==> config.mk <==
export PLATFORM = sky130hd
export DESIGN_NAME = prog_clock_divider
export DESIGN_NICKNAME = d
export VERILOG_FILES = /design/src/rtl/prog_clock_divider.sv
export SDC_FILE = /design/constraint.sdc
export NUM_CORES = 1
export LEC_CHECK = 0
export ABC_AREA = 1
export BUFFER_PORTS_ARGS = -buffer_cell sky130_fd_sc_hd__buf_2
export CORE_MARGIN = 3
export CORE_UTILIZATION = 55
export DETAILED_ROUTE_END_ITERATION = 8
export GPL_ROUTABILITY_DRIVEN = 0
export GPL_TIMING_DRIVEN = 0
export PLACE_DENSITY_LB_ADDON = 0.05
export SYNTH_ARGS = -nofsm -noshare
export SYNTH_HDL_FRONTEND = slang
export SYNTH_SLANG_ARGS = --single-unit
==> constraint.sdc <==
create_clock -name clk_in -period 2.9 [get_ports clk_in]
set_clock_uncertainty 0.1 [all_clocks]
set_input_delay 0.29 -clock clk_in [delete_from_list [all_inputs] [get_ports clk_in]]
set_output_delay 0.29 -clock clk_in [all_outputs]
set_load 0.005 [all_outputs]
==> src/rtl/prog_clock_divider.sv <==
// Programmable clock divider: registered clk_out with period N, high ceil(N/2), a tick on each rise,
// and divisor changes that take effect only at a period boundary. Optional macro CLKDIV_PERIOD_COUNT_EN adds period_count.
module prog_clock_divider #(
    parameter int DIV_WIDTH   = 16,
    parameter int DEFAULT_DIV = 2
) (
    input  logic                 clk_in,
    input  logic                 rst,
    input  logic                 en,
    input  logic [DIV_WIDTH-1:0] div_value,
    input  logic                 div_load,
    output logic                 div_ack,
    output logic                 clk_out,
    output logic                 tick
`ifdef CLKDIV_PERIOD_COUNT_EN
    ,
    output logic [15:0]          period_count
`endif
);

    localparam logic [DIV_WIDTH-1:0] ZERO      = DIV_WIDTH'(0);
    localparam logic [DIV_WIDTH-1:0] ONE       = DIV_WIDTH'(1);
    localparam logic [DIV_WIDTH-1:0] TWO       = DIV_WIDTH'(2);
    localparam logic [DIV_WIDTH-1:0] DEFAULT_N = DIV_WIDTH'(DEFAULT_DIV);

    logic [DIV_WIDTH-1:0] div_active;
    logic [DIV_WIDTH-1:0] cnt;
    logic [DIV_WIDTH-1:0] pend_value;
    logic                 pend_valid;

    logic [DIV_WIDTH-1:0] last_cnt;
    logic [DIV_WIDTH-1:0] half_last;
    logic [DIV_WIDTH-1:0] load_value;
    logic                 wrap;

    logic [DIV_WIDTH-1:0] div_active_d;
    logic [DIV_WIDTH-1:0] cnt_d;
    logic [DIV_WIDTH-1:0] pend_value_d;
    logic                 pend_valid_d;
    logic                 clk_out_d;
    logic                 tick_d;
    logic                 div_ack_d;

    // half_last = ceil(N/2)-1, the count on which clk_out falls
    always_comb begin
        last_cnt   = div_active - ONE;
        half_last  = last_cnt >> 1;
        load_value = (div_value < TWO) ? TWO : div_value;
        wrap       = en && (cnt == last_cnt);
    end

    always_comb begin
        div_active_d = div_active;
        cnt_d        = cnt;
        pend_value_d = pend_value;
        pend_valid_d = pend_valid;
        clk_out_d    = clk_out;
        tick_d       = 1'b0;
        div_ack_d    = 1'b0;

        if (wrap) begin
            cnt_d     = ZERO;
            clk_out_d = 1'b1;
            tick_d    = 1'b1;
            if (pend_valid) begin
                div_active_d = pend_value;
                pend_valid_d = 1'b0;
                div_ack_d    = 1'b1;
            end
        end else if (en) begin
            cnt_d = cnt + ONE;
            if (cnt == half_last) begin
                clk_out_d = 1'b0;
            end
        end

        // A load on a wrap edge is captured after the swap, so it waits for the next wrap
        if (div_load) begin
            pend_value_d = load_value;
            pend_valid_d = 1'b1;
        end
    end

    always_ff @(posedge clk_in or posedge rst) begin
        if (rst) begin
            div_active <= DEFAULT_N;
            cnt        <= DEFAULT_N - ONE;
            pend_value <= DEFAULT_N;
            pend_valid <= 1'b0;
            clk_out    <= 1'b0;
            tick       <= 1'b0;
            div_ack    <= 1'b0;
        end else begin
            div_active <= div_active_d;
            cnt        <= cnt_d;
            pend_value <= pend_value_d;
            pend_valid <= pend_valid_d;
            clk_out    <= clk_out_d;
            tick       <= tick_d;
            div_ack    <= div_ack_d;
        end
    end

`ifdef CLKDIV_PERIOD_COUNT_EN
    always_ff @(posedge clk_in or posedge rst) begin
        if (rst) begin
            period_count <= 16'd0;
        end else if (tick_d) begin
            period_count <= period_count + 16'd1;
        end
    end
`endif

endmodule

-- After elaboration in Yosys (flattened, before gate mapping)
Index checks and enable logic that the tools add are counted.
- register bits: 52
- input port bits: 20
- output and inout bits: 3
- logic and storage cells: 29
- add/subtract/negate cells: 2
- magnitude comparators: 1
- equality and inequality tests: 2
- multiplexer cells: 11
- reductions and logical operators: 6
- operator list (kind ; number):
    16-bit two-way mux ; 3
    16-bit by 1-bit adder with 16-bit output, second input constant ; 1
    16-bit by 15-bit == test with 1-bit output ; 1
    16-bit == test ; 1
    16-bit by 2-bit less-than comparator with 1-bit output, second input constant ; 1
    16-bit by 1-bit subtractor with 16-bit output, second input constant ; 1
    1-bit two-way mux ; 8
    2-bit nonzero test ; 3
    2-bit AND reduction ; 2
    1-bit logical AND ; 1

-- Logic depth before layout (Yosys ltp)
- depth after elaboration: 5
- depth in mapped cells: 17
- mapped depth without buffers: 16

-- Worst setup path before layout
OpenSTA, ideal clock, no wires.
- path type: flip-flop to flip-flop
- from: register div_active[1]
- to: register div_active[2]
- library setup time: 0.117 ns
- data arrival time: 2.094 ns
- required time: 2.683 ns
- slack: 0.589 ns
- cell stages (with the launch flop): 18
- buffers on the path: 1
- clock period less this slack: 2.311 ns
- path through: dfstp_2 > inv_1 > ha_1 > nand2_1 > nand2_1 > nor2_1 > nand2_1 > nor2_1 > nand2_1 > nor2_1 > nand2_1 > nor2_1 > nand2_2 > nor2_8 > nand3_4 > buf_6 > nand2_1 > nand2_1
- longest elaborated chain between the ends: 4
- RTL lines (what ; line ; source):
    start, declared ; 26 ; logic [DIV_WIDTH-1:0] div_active;
    start signal, assigned ; 94 ; div_active <= div_active_d;
    16-bit by 1-bit subtractor with 16-bit output ; 46 ; last_cnt = div_active - ONE;
    16-bit == test ; 49 ; wrap = en && (cnt == last_cnt);
    1-bit logical AND ; 49 ;
    2-bit AND reduction (no source line) ; - ;
No other way between the ends.
A chain may end at the register's enable or synchronous reset.

-- Final worst setup path
- from: register div_active[1]
- to: register cnt[2]
- longest elaborated chain between the ends: 4
- elaborated cells on any way between the ends: 5
- those cells by class: 1 x add/sub; 1 x eq/ne; 1 x mux; 2 x reduce/logical
- RTL lines (what ; line ; source):
    16-bit by 1-bit subtractor with 16-bit output * ; 46 ;
    16-bit == test * ; 49 ;
    1-bit logical AND * ; 49 ;
    16-bit two-way mux / 2-bit nonzero test (equally long branches) ; - ;
    end signal, assigned ; 87 ; cnt <= DEFAULT_N - ONE;
    end signal, assigned ; 95 ; cnt <= cnt_d;
    end, declared ; 27 ; logic [DIV_WIDTH-1:0] cnt;
Mark *: on every way between the ends. The rest lies on a longest branch, timed or not.

==> results by group <==
Outcome
  • Status: finished clean

Power and ir drop
  • Lkg Pwr: 2.13 nW
  • Power density over the cells: 517 nW/um^2
  • Worst IR drop on VDD: 359 uV

Worst setup path
  • CP Class: reg -> reg
  • Req. time, crit path: 3.01 ns
  • Worst-path cell chain: inv_1 -> ha_1 -> nand2_1 -> nand2_1 -> nor2_1 -> nand2_1 -> nor2_2 -> nand2_1 -> nor2_1 -> nand2_1 -> nor2_1 -> nand2_2 -> nor2_8 -> nand2_2 -> inv_2 -> buf_4 -> nor2_1
  • Most common cell on crit path: nand2_1
  • Worst reg-to-reg setup slack: 0.18 ns
  • Startpoint types: register
  • Crit end category: register
  • Worst Path Arrival: 2.83 ns
  • Top delay family on crit path: simple AND/OR/NAND/NOR gates
  • Instance count on the critical path: 17
  • Worst r2r src: div_active[1]$_DFFE_PP1P_
  • WP buf/inv: 3
  • R2r worst-path depth: 17
  • CP peak stage delay: 0.58 ns
  • CP max stage cell: dfstp_2
  • Worst flop-to-flop path endpoint: cnt[2]$_DFFE_PP0P_
  • Worst-path fanout max: 10

Yosys
  • Commonest register cell after synthesis: dfrtp_1
  • Number of synthesized register bits: 52
  • Synthesized Nets: 524
  • Synth Area per Inst: 6.73 sq um
  • Async SR Flop Fraction: 1.00
  • Post-synth EDFFs: 0
  • Yosys cell types: 30
  • Synthesized netlist cell count: 502
  • Sequential-to-total area share from yosys stat: 0.386
  • Yosys warning total: 0
  • Mapped Area: 3380 sq um

Hold path
  • Hold path cells: 3
  • Endpoint, Worst Hold: pend_value[9]$_DFFE_PP0P_
  • Worst Hold Class: in -> reg
  • Worst Hold Launch: div_value[9]

CTS
  • Setup Buffers After CTS: 0
  • CTS Buf Count: 5
  • Clock latency on the worst-skew pair: 0.31 ns
  • Num Clock Sinks: 52
  • H-Tree Depth: 2
  • CTS tree: done
  • Clock transition at the registers of the reported paths: 0.10 ns
  • Clock root buffer: clkbuf_8
  • Bufs on Longest Clock Path: 2

Flow run
  • Total of max-cap violations: 0

Floorplanning
  • Row Count: 27
  • Chip height: 84.4 microns
  • Width of the chip: 84.4 microns
  • Die area: 7120 sq um
  • Starting density of the core: 0.592
  • Core Area: 5710 sq um
  • Top-level port count: 23

Final layout
  • Commonest non-fill, non-tap cell in the layout: nand2_1
  • Area growth, synth to finish: 9.36%
  • Most frequent cells in the layout: 209 x nand2_1, 56 x nor2_1, 49 x dfrtp_1
  • Fraction of layout cells with a size suffix above 1: 0.126
  • Storage cell area: 1310 sq um
  • Antenna Cells: 0
  • Layout Nets: 554
  • Area of the multi-input gates: 1850 sq um
  • FILL cells: 550

Timing
  • Setup TNS: 0 ns
  • Fmax: 0.368 GHz
  • Final setup margin: 0.184 ns
  • Slew Viols, Final: 0
  • Hold Vio Cnt, Final: 0
  • Min Tclk post-route: 2.72 ns
  • Rel. slew slack: 0.730
  • Setup repair after global routing missed its margin: no
  • Tightest Pin Transition: 0.405 ns
  • Final Cycle Share: 0.936
  • Setup violators final: 0

Detailed routing
  • Vias: 3105
  • Final wirelength: 7260 microns
  • Via-to-Cell Ratio: 5.13
  • DRC viols: 0
  • DR iter-0 viols: 193
  • Drt first pass iters: 5
  • Post-DRT Antenna Nets: 0
  • WL/cell: 12.0 microns

Global routing
  • First-pass GRT wire length: 12800 microns
  • GRT Util Overall: 0.217
  • Initial antenna violation count: 0
  • Grt total ovfl: 0
  • Number of global-route vias before repair: 2916
  • Largest net degree at the start of global routing: 36

Place
  • Detailed placement HPWL: 5770 microns
  • IO Port Bufs: 21
  • Pre-CTS worst setup slack: 0.192 ns
==> area by class of cell <==
type	instances	share of cell area
Inverter	46	0.0467
Clock inverter	2	0.00440
Timing Repair Buffer	23	0.0365
Buffer	9	0.0146
Sequential cell	52	0.353
Clock buffer	6	0.0196
Tap cell	72	0.0244
Multi-Input combinational cell	395	0.501
==> synthesized netlist by cell type, types with 4 or more instances <==
cell	number	share of area
a21oi_1	4	0.0059
clkbuf_1	4	0.0044
dfrtp_1	49	0.36
inv_1	43	0.048
nand2_1	209	0.23
nand2_2	8	0.015
nand3_1	45	0.067
nand3_2	4	0.012
nand4_1	18	0.033
nor2_1	57	0.063
nor2_2	6	0.011
o21ai_0	10	0.015
xor2_1	13	0.034
==> metal layers <==
metal	share of wire	vias to the layer above	global-route usage
met5	0	-	0
met4	0.022	0	0.0691
met3	0.035	13	0.0324
met2	0.47	71	0.380
met1	0.47	1383	0.277
li1	-	1638	-
==> kinds of logic after synthesis <==
| family | after synthesis | share of synthesized area |
|---|---|---|
| AND/OR/NAND/NOR | 363 | 0.480 |
| buffers and inverters | 55 | 0.0670 |
| flip-flops | 52 | 0.386 |
| AO/OA/AOI/OAI | 17 | 0.0263 |
| XOR/XNOR | 13 | 0.0337 |
| adder cells (fa/ha/maj) | 2 | 0.00740 |
==> worst register-to-register path, stage by stage, from the launching register on <==
cell and delay [ns]:
dfstp_2 0.58, inv_1 0.06, ha_1 0.33, nand2_1 0.09, nand2_1 0.05, nor2_1 0.08
nand2_1 0.06, nor2_2 0.13, nand2_1 0.06, nor2_1 0.13, nand2_1 0.06, nor2_1 0.11
nand2_2 0.10, nor2_8 0.18, nand2_2 0.14, inv_2 0.11, buf_4 0.17, nor2_1 0.06
==> per-stage QoR <==
stage	cells	total power [mW]	hold slack (ns)	area (sq um)	util
4_1_cts	605	1.92	0.0802	3690	0.647
3_3_place_gp	595	1.47	0.354	3580	0.626
5_1_grt	605	2.05	0.0945	3700	0.648
6_report	605	1.91	0.0905	3700	0.648
2_1_floorplan	502	1.35	0.307	3380	-
3_5_place_dp	596	1.49	0.191	3600	0.630
==> worst max path at each step <==
stage                                           end                       from  slack [ns]
after CTS                        cnt[2]$_DFFE_PP0P_  div_active[1]$_DFFE_PP1P_        0.17
final                            cnt[2]$_DFFE_PP0P_  div_active[1]$_DFFE_PP1P_        0.18
after floorplan           div_active[2]$_DFFE_PP0P_  div_active[1]$_DFFE_PP1P_        0.59
after detailed placement         cnt[2]$_DFFE_PP0P_  div_active[1]$_DFFE_PP1P_        0.19
after global routing             cnt[2]$_DFFE_PP0P_  div_active[1]$_DFFE_PP1P_       0.002
after global placement           cnt[6]$_DFFE_PP0P_  div_active[1]$_DFFE_PP1P_        0.25
==> sequential cells by signal, indices dropped and copies added (netlist names) <==
name        cells
pend_valid      1
div_ack         1
cnt            16
clk_out         1
pend_value     16
div_active     16
tick            1
==> power by group <==
group / switching, mW / internal (mW) / total, mW
clock: 0.249 / 0.172 / 0.421
combinational: 0.326 / 0.210 / 0.536
sequential: 0.131 / 0.824 / 0.955
total: 0.706 / 1.21 / 1.91
==> timing repair <==
action                                  4_1_cts  5_1_grt
endpoints found under the setup margin        0        9
resized for setup                             0        1
hold buffers                                  1        0
hold endpoints to repair                     16        0
No activity file was read; power rests on OpenSTA's default activity.
